--- src/rtl/fft_pkg.sv ---
// Shared sizes, timeout default and input-FSM state codes for the FFT stream controller.
package fft_pkg;

    localparam int FFT_WIDTH   = 16;
    localparam int FFT_N       = 16;
    localparam int FFT_LOG2N   = 4;
    localparam int FFT_TIMEOUT = 1023;

    localparam logic [1:0] ST_FILL   = 2'd0;
    localparam logic [1:0] ST_LAUNCH = 2'd1;
    localparam logic [1:0] ST_WAIT   = 2'd2;
    localparam logic [1:0] ST_HOLD   = 2'd3;

endpackage

--- src/rtl/fft_out_buffer.sv ---
// Result bank for one FFT frame: parallel load, then serialised out one bin per handshake.
module fft_out_buffer
    import fft_pkg::*;
#(
    parameter int WIDTH = FFT_WIDTH
) (
    input  logic                   clk,
    input  logic                   rst_n,
    input  logic                   load,
    input  logic [WIDTH*FFT_N-1:0] load_real,
    input  logic [WIDTH*FFT_N-1:0] load_imag,
    output logic                   empty_next,
    output logic                   out_valid,
    input  logic                   out_ready,
    output logic [WIDTH-1:0]       out_real,
    output logic [WIDTH-1:0]       out_imag,
    output logic [FFT_LOG2N-1:0]   out_index,
    output logic                   out_last
);

    logic [WIDTH-1:0]     bank_real [FFT_N];
    logic [WIDTH-1:0]     bank_imag [FFT_N];
    logic                 full;
    logic [FFT_LOG2N-1:0] rd_idx;

    assign out_valid  = full;
    assign out_index  = rd_idx;
    assign out_last   = &rd_idx;
    assign out_real   = bank_real[rd_idx];
    assign out_imag   = bank_imag[rd_idx];
    assign empty_next = full & out_ready & (&rd_idx);

    // Data bank carries no reset; it is only observed while full is set.
    always_ff @(posedge clk) begin
        if (load) begin
            for (int k = 0; k < FFT_N; k++) begin
                bank_real[k] <= load_real[WIDTH*k +: WIDTH];
                bank_imag[k] <= load_imag[WIDTH*k +: WIDTH];
            end
        end
    end

    // A load on the same edge as the last-bin handshake wins, giving back-to-back frames.
    always_ff @(posedge clk or negedge rst_n) begin
        if (!rst_n) begin
            full   <= 1'b0;
            rd_idx <= '0;
        end else if (load) begin
            full   <= 1'b1;
            rd_idx <= '0;
        end else if (full && out_ready) begin
            rd_idx <= rd_idx + 1'b1;
            if (&rd_idx) full <= 1'b0;
        end
    end

endmodule

--- src/rtl/fft_stream_ctrl.sv ---
// Streaming front/back-end for a 16-point FFT core: frame fill, launch with timeout, result drain.
//   state  | meaning
//   FILL   | accepting samples into the input buffer
//   LAUNCH | one-cycle start pulse, timeout counter loaded
//   WAIT   | core running; done captures or defers, timeout aborts
//   HOLD   | result ready but output buffer still draining
module fft_stream_ctrl
    import fft_pkg::*;
#(
    parameter int WIDTH   = FFT_WIDTH,
    parameter int TIMEOUT = FFT_TIMEOUT
) (
    input  logic                   clk,
    input  logic                   rst_n,
    input  logic                   in_valid,
    output logic                   in_ready,
    input  logic [WIDTH-1:0]       in_real,
    input  logic [WIDTH-1:0]       in_imag,
    output logic                   fft_start,
    output logic [WIDTH*FFT_N-1:0] fft_in_real,
    output logic [WIDTH*FFT_N-1:0] fft_in_imag,
    input  logic [WIDTH*FFT_N-1:0] fft_out_real,
    input  logic [WIDTH*FFT_N-1:0] fft_out_imag,
    input  logic                   fft_done,
    output logic                   out_valid,
    input  logic                   out_ready,
    output logic [WIDTH-1:0]       out_real,
    output logic [WIDTH-1:0]       out_imag,
    output logic [FFT_LOG2N-1:0]   out_index,
    output logic                   out_last,
    output logic                   err_timeout,
    output logic [15:0]            frame_count
);

    localparam int TO_W = $clog2(TIMEOUT + 1);

    logic [1:0]           state;
    logic [FFT_LOG2N-1:0] wr_idx;
    logic [WIDTH-1:0]     in_buf_real [FFT_N];
    logic [WIDTH-1:0]     in_buf_imag [FFT_N];
    logic [TO_W-1:0]      to_cnt;
    logic                 in_fire;
    logic                 load;
    logic                 empty_next;

    assign in_ready  = (state == ST_FILL);
    assign fft_start = (state == ST_LAUNCH);
    assign in_fire   = in_valid & in_ready;

    for (genvar k = 0; k < FFT_N; k++) begin : g_pack
        assign fft_in_real[WIDTH*k +: WIDTH] = in_buf_real[k];
        assign fft_in_imag[WIDTH*k +: WIDTH] = in_buf_imag[k];
    end

    // The buffer draining on this very edge counts as empty.
    always_comb begin
        load = 1'b0;
        if (state == ST_WAIT)      load = fft_done & (~out_valid | empty_next);
        else if (state == ST_HOLD) load = empty_next;
    end

    always_ff @(posedge clk or negedge rst_n) begin
        if (!rst_n) begin
            for (int k = 0; k < FFT_N; k++) begin
                in_buf_real[k] <= '0;
                in_buf_imag[k] <= '0;
            end
        end else if (in_fire) begin
            in_buf_real[wr_idx] <= in_real;
            in_buf_imag[wr_idx] <= in_imag;
        end
    end

    always_ff @(posedge clk or negedge rst_n) begin
        if (!rst_n) begin
            state       <= ST_FILL;
            wr_idx      <= '0;
            to_cnt      <= '0;
            err_timeout <= 1'b0;
            frame_count <= '0;
        end else begin
            if (load) frame_count <= frame_count + 16'd1;
            case (state)
                ST_FILL: begin
                    if (in_fire) begin
                        wr_idx <= wr_idx + 1'b1;
                        if (&wr_idx) state <= ST_LAUNCH;
                    end
                end
                ST_LAUNCH: begin
                    to_cnt <= TO_W'(TIMEOUT - 1);
                    state  <= ST_WAIT;
                end
                ST_WAIT: begin
                    if (fft_done) begin
                        state <= load ? ST_FILL : ST_HOLD;
                    end else if (to_cnt == '0) begin
                        err_timeout <= 1'b1;
                        state       <= ST_FILL;
                    end else begin
                        to_cnt <= to_cnt - 1'b1;
                    end
                end
                ST_HOLD: begin
                    if (load) state <= ST_FILL;
                end
                default: state <= ST_FILL;
            endcase
        end
    end

    fft_out_buffer #(.WIDTH(WIDTH)) u_out_buffer (
        .clk        (clk),
        .rst_n      (rst_n),
        .load       (load),
        .load_real  (fft_out_real),
        .load_imag  (fft_out_imag),
        .empty_next (empty_next),
        .out_valid  (out_valid),
        .out_ready  (out_ready),
        .out_real   (out_real),
        .out_imag   (out_imag),
        .out_index  (out_index),
        .out_last   (out_last)
    );

endmodule

--- config.mk ---
export PLATFORM = sky130hd
export DESIGN_NAME = fft_stream_ctrl
export DESIGN_NICKNAME = d
export VERILOG_FILES = /design/src/rtl/fft_pkg.sv /design/src/rtl/fft_out_buffer.sv /design/src/rtl/fft_stream_ctrl.sv
export SDC_FILE = /design/constraint.sdc
export NUM_CORES = 1
export LEC_CHECK = 0
export CAP_MARGIN = 0
export CORE_AREA = 5 5 432 434
export CTS_CLUSTER_DIAMETER = 100
export DETAILED_ROUTE_END_ITERATION = 16
export DIE_AREA = 0 0 437 439
export PLACE_DENSITY = 0.39
export SYNTH_ARGS = -nofsm -noshare
export SYNTH_HDL_FRONTEND = slang
export SYNTH_SLANG_ARGS = --single-unit
--- constraint.sdc ---
create_clock -name clk -period 23.2 [get_ports clk]
set_input_delay 4.64 -clock clk [delete_from_list [all_inputs] [get_ports clk]]
set_output_delay 4.64 -clock clk [all_outputs]
set_load 0.01 [all_outputs]
==> out/qor.csv, run 1 <==
stage,metric,value,unit
status,status,"complete, no violations",
final_layout,fin_nets,3770,
clock_tree,cts_hold_buffers,0,
logic_synthesis,synthTopCellsByArea,"edfxtp_1, dfrtp_1, mux2_2",
power_and_ir_drop,p_total,7.52,mW
worst_setup_path,critPathKind,flip-flop to output pin,
global_routing,grt_max_degree,167,
clock_tree,postCtsResizedCells,0,
place,gp_congestion,0.859,
logic_synthesis,synth_edf_count,512,
min_path,min_path_type,flip-flop to flip-flop,
global_routing,grt_pass1_vias,27600,
timing,hold_ws,0.475,ns
worst_setup_path,critPathLaunchType,flip-flop,
logic_synthesis,synth_top_area_cell,edfxtp_1,
timing,clock.fmax,107,MHz
floorplan,die_h,439,um
global_routing,grt_overflow,0,
clock_tree,clockBufferDepth,3,
routing,viasPerCell,4.44,
power_and_ir_drop,pwr-share-clk,28.4,%
worst_setup_path,cp.required,18.56,ns
logic_synthesis,synth_seq_cells,1062,
place,place_ws,13.62,ns
timing,fin_ws,13.89,ns
routing,postRouteAntennaNets,0,
floorplan,core_area,0.182,mm2
routing,wirelength,204000,um
clock_tree,cts_tree,yes,
floorplan,initial_utilization,22.1,%
timing,final_hold_viol_count,0,
logic_synthesis,synth_seq_area_share,72.4,%
clock_tree,insertion_delay,0.78,ns
clock_tree,cts_sinks,1062,
logic_synthesis,async_reset_ff_share,51.8,%
timing,worst_slew_pin_slew,1.32,ns
logic_synthesis,synth_most_common_cell,dfrtp_1,
timing,final.min_clock_period,9.31,ns
timing,rsz0062_at_grt,false,
final_layout,syn_to_final_growth,46.3,%
global_routing,grt_pass1_wl,270000,um
logic_synthesis,syn_area,0.0402,mm2
power_and_ir_drop,p_sw_share,32.7,%
logic_synthesis,yosysTopAreaCellShare,38.2,%
power_and_ir_drop,ir_drop,60.7,uV
clock_tree,clockRootBuffer,clkbuf_16,
floorplan,io_pins,1118,
power_and_ir_drop,internal_power,5.06,mW
power_and_ir_drop,p_per_area,128,mW/mm2
power_and_ir_drop,power_frac_seq,36.0,%
clock_tree,cts_max_level,4,
logic_synthesis,syn-mean-instance-area,19.8,um2
floorplan,row_count,157,
job,max_cap_viol_count,0,
worst_setup_path,cp.arrival,4.67,ns
logic_synthesis,synthesis.nets,2595,
timing,relSlewSlack,11.9,%
place,dpl.hpwl,154000,um
timing,drv_slew,0,
worst_setup_path,cp-end-kind,output pin,
place,portBuffers,1117,
global_routing,antenna_found_initial,121,
timing,fin_skew,0.0310,ns
final_layout,drive_gt1_share,28.7,%
routing,drt-initial-drc-count,1703,
worst_setup_path,cp_max_fo,46,
timing,setup_violations,0,
power_and_ir_drop,p_leak,22.1,nW
logic_synthesis,yosys_warnings,0,
clock_tree,post-cts-setup-buffers,0,
logic_synthesis,synthDistinctLibCells,50,
timing,min_period_over_period,40.1,%
floorplan,die_area,0.192,mm2
global_routing,grt_usage,20.8,%
clock_tree,clk_pin_slew,0.06,ns
routing,drcViolationCount,0,
power_and_ir_drop,combPwrFrac,35.6,%
logic_synthesis,synthCells,2035,
logic_synthesis,synth-main-ff-cell,dfrtp_1,
routing,firstDrtPassIters,5,
floorplan,die_w,437,um
power_and_ir_drop,switchingPower,2.45,mW
routing,vias,25400,
clock_tree,numCtsBuffers,134,
final_layout,fin_util,32.3,%
routing,wl_per_cell,35.7,um
logic_synthesis,synthTopCellsByCount,"dfrtp_1, mux2_2, edfxtp_1",
timing,fin_tns_setup,0,ns
layout make-up:
class | count | area [um2]
diodes | 29 | 72.6
well taps | 2385 | 2980
inverters | 11 | 41.3
fillers | 17700 | 123000
flip-flops and latches | 1062 | 29200
clock inverters | 53 | 563
multi-input cells | 841 | 10600
clock buffers | 191 | 3910
repair buffers | 1160 | 11500
registers in the layout, summed over array words and instances (netlist names):
register                count
state                       2
u_out_buffer.bank_imag    256
err_timeout                 1
wr_idx                      4
to_cnt                     10
u_out_buffer.out_index      4
u_out_buffer.bank_real    256
frame_count                16
fft_in_real               256
fft_in_imag               256
u_out_buffer.out_valid      1
cell families after synthesis:
kind of cell               after synthesis  synth area share, %
muxes                                  675                 23.4
AOI/OAI and AO/OA                       29                0.479
buffers and inverters                  132                 1.43
and+or+nand+nor                        105                 1.48
xor gates and xnor gates                21                0.457
adders and majority gates               11                0.342
DFF                                   1062                 72.4
through the flow:
stage,instance area (um2),cells
after detailed placement,54300,5459
after floorplan,40200,2035
after global routing,58800,5715
after CTS,58800,5703
final,58900,5732
after global placement,54300,5459
worst paths after layout:
| path | start | to | slack, ns | cells past startpoint |
|---|---|---|---|---|
| worst min register to register | frame_count[15] | frame_count[15] | 0.47 | 1 |
| worst min-delay path | frame_count[15] | frame_count[15] | 0.47 | 1 |
| max in group asynchronous | rst_n | u_out_buffer.out_index[0] | 16.65 | 3 |
| worst max-delay path | u_out_buffer.out_index[0] | out_imag[3] | 13.89 | 4 |
| worst max register to register | u_out_buffer.out_index[0] | u_out_buffer.bank_real[1][11] | 16.67 | 8 |
| min in group asynchronous | rst_n | fft_in_real[246] | 3.90 | 1 |
placed cells by master (no fill, tap or decap), drive strengths merged, types with 6 or more instances in the layout:
cell	count
dfrtp	550
buf	44
diode	29
inv	17
nand2	18
edfxtp	512
ha	11
mux4	160
xor2	17
clkdlybuf4s50	1116
nor3	7
nor2	24
mux2	514
clkinv	37
nand3	15
clkbuf	191
o21ai	9
bufinv	9
nand4	6
power by group through the flow:
| stage | clock, mW | sequential (mW) | combinational [mW] |
|---|---|---|---|
| after floorplan | 0 | 2.84 | 0.890 |
| after global placement | 0 | 2.72 | 2.73 |
| after detailed placement | 0 | 2.72 | 2.72 |
| after CTS | 2.21 | 2.71 | 2.74 |
| after global routing | 2.28 | 2.76 | 2.79 |
| final | 2.14 | 2.70 | 2.68 |
worst max-delay path, stage by stage, from the launching register on:
cell and delay [ns]:
dfrtp_4 1.07, buf_4 0.91, mux4_2 0.66, mux4_2 0.49, clkdlybuf4s50_1 0.62
metal layers:
metal	up-vias	routed length [um]	GRT usage, %
li1	10200	-	-
met1	13600	70400	21.3
met2	1135	109000	38.3
met3	392	17400	8.07
met4	58	7720	7.52
met5	-	400	0
Power figures use the tool's default switching activity.
==> run 2, diff against run 1 <==
--- a/config.mk
+++ b/config.mk
@@ -6,11 +6,11 @@
 export NUM_CORES = 1
 export LEC_CHECK = 0
 export CAP_MARGIN = 0
-export CORE_AREA = 5 5 432 434
+export CORE_AREA = 5 5 430 432
 export CTS_CLUSTER_DIAMETER = 100
 export DETAILED_ROUTE_END_ITERATION = 16
-export DIE_AREA = 0 0 437 439
-export PLACE_DENSITY = 0.39
+export DIE_AREA = 0 0 435 437
+export PLACE_DENSITY = 0.41
 export SYNTH_ARGS = -nofsm -noshare
 export SYNTH_HDL_FRONTEND = slang
 export SYNTH_SLANG_ARGS = --single-unit
==> constraint.sdc (replaced) <==
create_clock -name clk -period 8.3 [get_ports clk]
set_input_delay 1.66 -clock clk [delete_from_list [all_inputs] [get_ports clk]]
set_output_delay 1.66 -clock clk [all_outputs]
set_load 0.01 [all_outputs]
==> run 2 against run 1 <==
Clock skew grew 0.0013 ns. Sequential power grew to 2.8 times the previous value. Via count shrank 3.4%. Final area shrank 0.16%. Total power grew to 2.7 times the previous value. Critical endpoint is now out_imag[8].
==> out/qor.csv, run 2 (synthesized netlist as in run 1, its figures left out) <==
stage,metric,value,unit,change
status,status,"complete, no violations",,
clock_tree,cts_max_level,4,,unchanged
clock_tree,cts_hold_buffers,0,,unchanged
final_layout,final_common_cell,clkdlybuf4s50_1,,
floorplan,core_area,0.180,mm2,-1.2%
global_routing,grt_pass1_wl,248000,um,-7.9%
timing,relSlewSlack,21.2,%,+9.3 points
routing,viasPerCell,4.30,,-3.0%
worst_setup_path,cp.arrival,3.99,ns,-0.68 ns
worst_setup_path,critPathLaunchType,flip-flop,,
power_and_ir_drop,p_per_area,347,mW/mm2,+170%
min_path,min_path_type,flip-flop to flip-flop,,
worst_setup_path,cp_max_fo,31,,-33%
floorplan,row_count,156,,-0.64%
timing,worst_slew_pin_slew,1.18,ns,-0.135 ns
routing,drt-initial-drc-count,1428,,-16%
final_layout,fin_nets,3773,,+0.080%
place,dpl.hpwl,137000,um,-11%
final_layout,register_area,0.0292,mm2,unchanged
global_routing,grt_pass1_vias,26200,,-5.1%
job,max_cap_viol_count,0,,unchanged
global_routing,grt_max_degree,183,,+9.6%
clock_tree,clockRootBuffer,clkbuf_16,,
timing,final.min_clock_period,5.65,ns,
routing,drcViolationCount,0,,unchanged
timing,fin_skew,0.0324,ns,+0.00135 ns
routing,vias,24600,,-3.4%
clock_tree,clockBufferDepth,3,,unchanged
final_layout,syn_to_final_growth,46.1,%,
final_layout,post-route-cell-area,0.0588,mm2,-0.16%
floorplan,die_w,435,um,-0.46%
place,portBuffers,1117,,unchanged
global_routing,antenna_found_initial,106,,-12%
power_and_ir_drop,p_leak,22.1,nW,-0.25%
routing,postRouteAntennaNets,0,,unchanged
floorplan,io_pins,1118,,unchanged
timing,setup_violations,0,,unchanged
timing,final_hold_viol_count,0,,unchanged
power_and_ir_drop,ir_drop,256,uV,+320%
clock_tree,insertion_delay,0.79,ns,about the same
global_routing,grt_overflow,0,,unchanged
timing,hold_ws,0.468,ns,-0.00669 ns
worst_setup_path,cp.required,6.64,ns,-11.92 ns
worst_setup_path,critPathKind,flip-flop to output pin,,
final_layout,drive_gt1_share,28.7,%,about the same
clock_tree,post-cts-setup-buffers,0,,unchanged
timing,clock.fmax,177,MHz,
floorplan,die_area,0.190,mm2,-0.91%
timing,drv_slew,0,,unchanged
routing,wirelength,186000,um,-9.0%
floorplan,die_h,437,um,-0.46%
routing,wl_per_cell,32.6,um,-8.5%
final_layout,fill_cells,17600,,-0.37%
timing,rsz0062_at_grt,false,,
clock_tree,cts_sinks,1062,,unchanged
routing,firstDrtPassIters,4,,-1
min_path,hold_start,frame_count[15],,
worst_setup_path,r2r_start,u_out_buffer.out_index[2],,
clock_tree,clk_pin_slew,0.06,ns,about the same
global_routing,grt_usage,19.1,%,-1.7 points
timing,min_period_over_period,68.0,%,
final_layout,layout_common_cells,"clkdlybuf4s50_1, dfrtp_1, mux2_2",,
final_layout,multi_input_area,0.0107,mm2,+0.39%
worst_setup_path,cp-end-kind,output pin,,
clock_tree,postCtsResizedCells,0,,unchanged
final_layout,fin_util,32.6,%,+0.33 points
clock_tree,cts_tree,yes,,
clock_tree,numCtsBuffers,134,,unchanged
place,place_area,0.0544,mm2,+0.22%
worst_setup_path,crit_start,u_out_buffer.out_index[0],,
place,gp_congestion,0.820,,-4.6%
floorplan,initial_utilization,22.3,%,+0.26 points
run 2: cell count changes in the layout (fill, tap and decap cells not counted), moves of 3 or more:
cell             delta
diode_2            -11
clkbuf_8            -7
bufinv_16           -4
clkbuf_16           -4
buf_2               +3
buf_12              +7
buf_4               -4
clkinv_16           +3
clkdlybuf4s50_1     -3
clkbuf_1            +4
run 2: final cells by class:
cell class	count	share of cell area, %
antenna	18	0.0766
clock buffer	184	6.34
timing repair buffer	1163	19.8
clock inverter	56	0.956
inverter	11	0.0702
sequential	1062	49.6
tap	2370	5.05
multi-input combinational	841	18.2
run 2: path summary, 6_finish.rpt:
kind | cells past startpoint | end | slack [ns]
worst max-delay path | 4 | out_imag[8] | 2.65
worst min-delay path | 1 | frame_count[15] | 0.47
worst max register to register | 5 | u_out_buffer.bank_real[10][4] | 4.76
worst min register to register | 1 | frame_count[15] | 0.47
max in group asynchronous | 2 | fft_in_imag[100] | 6.16
min in group asynchronous | 1 | fft_in_real[136] | 0.85
run 2: metrics by stage:
step                cells  setup TNS, ns  total power, mW  setup slack, ns
finish               5705              0             20.4             2.65
global route         5693              0             21.4             2.39
CTS                  5687              0             20.8             2.38
detailed placement   5447              0             14.9             3.28
global placement     5447              0             14.9             3.33
floorplan            2035        -904.13             10.4            -2.19
run 2: where the power goes:
group | total (mW) | switching (mW) | internal (mW) | leakage (nW)
Combinational | 7.22 | 3.37 | 3.85 | 8.34
Clock | 5.76 | 2.44 | 3.32 | 2.10
Sequential | 7.43 | 0.679 | 6.75 | 11.7
Total | 20.4 | 6.49 | 13.9 | 22.1
run 2: critical path, cell delays in order (launching register included):
cell and delay [ns]:
dfrtp_4 0.75, buf_4 0.66, mux4_2 0.61, mux4_2 0.57, clkdlybuf4s50_1 0.61
run 2: layer usage:
metal / GRT usage [%] / part of all wire, % / vias up
met5: 0 / 0.16 / -
met4: 5.95 / 3.2 / 48
met3: 7.67 / 8.8 / 366
met2: 35.0 / 53 / 967
met1: 20.0 / 35 / 13000
li1: - / - / 10200
==> run 3, diff against run 2 <==
==> constraint.sdc (replaced) <==
create_clock -name clk -period 4.6 [get_ports clk]
set_input_delay 0.92 -clock clk [delete_from_list [all_inputs] [get_ports clk]]
set_output_delay 0.92 -clock clk [all_outputs]
set_load 0.01 [all_outputs]
==> run 3 against run 2 <==
Clock skew rose by 0.0014 ns. Sequential share of layout area fell by 0.57 points. Die area did not move. Flip-flop and latch count did not move. Clock power rose by 82%. Worst hold slack got worse by 0.34 ns. Register-to-register slack got worse by 3.4 ns.
==> out/qor.csv, run 3 (synthesized netlist as in run 1, its figures left out) <==
stage,metric,value,unit,change
floorplan,die_h,437,um,unchanged
final_layout,syn_to_final_growth,47.8,%,
routing,firstDrtPassIters,7,,+3
final_layout,layout_common_cells,"clkdlybuf4s50_1, dfrtp_1, mux2_2",,
power_and_ir_drop,p_total,37.2,mW,+82%
global_routing,grt_pass1_wl,249000,um,+0.28%
timing,fin_ws,0.215,ns,-2.44 ns
place,place_ws,0.865,ns,-2.42 ns
place,gp_congestion,0.823,,+0.41%
final_layout,drive_gt1_share,29.4,%,+0.68 points
routing,drt-initial-drc-count,1434,,+0.42%
global_routing,antenna_found_initial,106,,unchanged
worst_setup_path,critPathBufInv,2,,unchanged
worst_setup_path,path_delay_family,multiplexers,,
job,max_cap_viol_count,0,,unchanged
timing,fin_skew,0.0338,ns,+0.00140 ns
worst_setup_path,r2r.worst_path.cells,7,,+2
worst_setup_path,cp_max_fo,37,,+19%
routing,postRouteAntennaNets,0,,unchanged
power_and_ir_drop,p_leak,22.4,nW,+1.3%
final_layout,final_common_cell,clkdlybuf4s50_1,,
floorplan,row_count,156,,unchanged
routing,wl_per_cell,32.5,um,-0.45%
timing,final_hold_viol_count,0,,unchanged
worst_setup_path,cp.arrival,3.47,ns,-0.52 ns
place,portBuffers,1117,,unchanged
timing,relSlewSlack,28.5,%,+7.3 points
routing,wirelength,187000,um,+0.32%
timing,rsz0062_at_grt,false,,
status,status,"complete, no violations",,
floorplan,initial_utilization,22.3,%,unchanged
clock_tree,cts_sinks,1062,,unchanged
clock_tree,clk_pin_slew,0.05,ns,about the same
final_layout,fin_util,33.0,%,+0.38 points
timing,hold_ws,0.129,ns,-0.339 ns
routing,vias,24900,,+1.4%
floorplan,io_pins,1118,,unchanged
timing,drv_slew,0,,unchanged
floorplan,die_area,0.190,mm2,unchanged
place,dpl.hpwl,141000,um,+2.9%
power_and_ir_drop,ir_drop,362,uV,+41%
worst_setup_path,critPathKind,flip-flop to output pin,,
worst_setup_path,slowest_stage,clkdlybuf4s50_1,,
clock_tree,insertion_delay,0.79,ns,about the same
global_routing,grt_max_degree,86,,-53%
routing,drcViolationCount,0,,unchanged
final_layout,fill_cells,17600,,+0.017%
timing,setup_violations,0,,unchanged
clock_tree,cts_max_level,4,,unchanged
worst_setup_path,path_cells,buf_12 -> mux4_2 -> mux4_2 -> clkdlybuf4s50_1,,
worst_setup_path,path_depth,4,,unchanged
worst_setup_path,critPathLaunchType,flip-flop,,
worst_setup_path,cp.required,3.68,ns,-2.96 ns
min_path,min_path_type,primary input to asynchronous set/reset pin,,
global_routing,grt_overflow,0,,unchanged
global_routing,grt_pass1_vias,26400,,+0.73%
power_and_ir_drop,p_per_area,625,mW/mm2,+80%
floorplan,die_w,435,um,unchanged
worst_setup_path,cp-end-kind,output pin,,
timing,worst_slew_pin_slew,1.07,ns,-0.113 ns
clock_tree,numCtsBuffers,135,,+0.75%
routing,viasPerCell,4.33,,+0.60%
clock_tree,cts_tree,yes,,
worst_setup_path,cpMostUsedCell,mux4_2,,
clock_tree,clockRootBuffer,clkbuf_16,,
timing,min_period_over_period,95.3,%,
clock_tree,clockBufferDepth,3,,unchanged
global_routing,grt_usage,19.2,%,+0.049 points
timing,clock.fmax,228,MHz,
final_layout,fin_nets,3810,,+0.98%
floorplan,core_area,0.180,mm2,unchanged
timing,final.min_clock_period,4.39,ns,
clock_tree,postCtsResizedCells,0,,unchanged
worst_setup_path,cpPeakStageDelay,0.59,ns,-0.16 ns
run 3: cell count changes in the layout (fill, tap and decap cells not counted), moves of 5 or more:
cell / before / now
buf_4: 38 / 48
buf_12: 8 / 33
diode_2: 18 / 23
clkinv_2: 22 / 12
clkbuf_1: 35 / 40
clkbuf_8: 12 / 21
run 3: metrics by stage:
step,TNS [ns],area [um2],cells
5_1_grt,0,59400,5735
6_report,0,59500,5749
3_5_place_dp,0,55000,5479
2_1_floorplan,-2437.41,40300,2035
3_3_place_gp,0,55000,5479
4_1_cts,0,59400,5726
run 3: path summary, 6_finish.rpt:
check,from,to,slack [ns]
max,u_out_buffer.out_index[0],out_imag[11],0.21
min,rst_n,fft_in_real[185],0.13
max reg2reg,u_out_buffer.out_index[1],u_out_buffer.bank_imag[9][3],1.37
min reg2reg,frame_count[15],frame_count[15],0.47
max in group asynchronous,rst_n,fft_in_real[100],3.44
min in group clk,frame_count[15],frame_count[15],0.47
run 3: final cells by class:
| type | instances | area, um2 | area share (%) |
|---|---|---|---|
| flip-flops and latches | 1062 | 29200 | 49.0 |
| repair buffers | 1199 | 12200 | 20.6 |
| multi-input cells | 841 | 10700 | 17.9 |
| clock buffers | 198 | 3870 | 6.50 |
| well taps | 2370 | 2970 | 4.99 |
| clock inverters | 45 | 475 | 0.800 |
| diodes | 23 | 57.6 | 0.0968 |
| inverters | 11 | 41.3 | 0.0694 |
run 3: power by group:
part | total [mW] | internal, mW | switching (mW)
sequential | 13.5 | 12.2 | 1.29
clock | 10.5 | 6.10 | 4.39
combinational | 13.2 | 7.12 | 6.08
total | 37.2 | 25.4 | 11.8
run 3: repair_timing:
| item | 4_1_cts | 5_1_grt |
|---|---|---|
| hold buffers | 0 | 0 |
| buffers inserted | 4 | 0 |
| endpoints found under the setup margin | 2 | 0 |
run 3: layer usage:
metal	vias up	track usage, %	routed length (um)
li1	10300	-	-
met1	13200	20.2	67000
met2	984	35.2	99700
met3	329	7.55	15000
met4	34	5.38	4770
met5	-	0	217
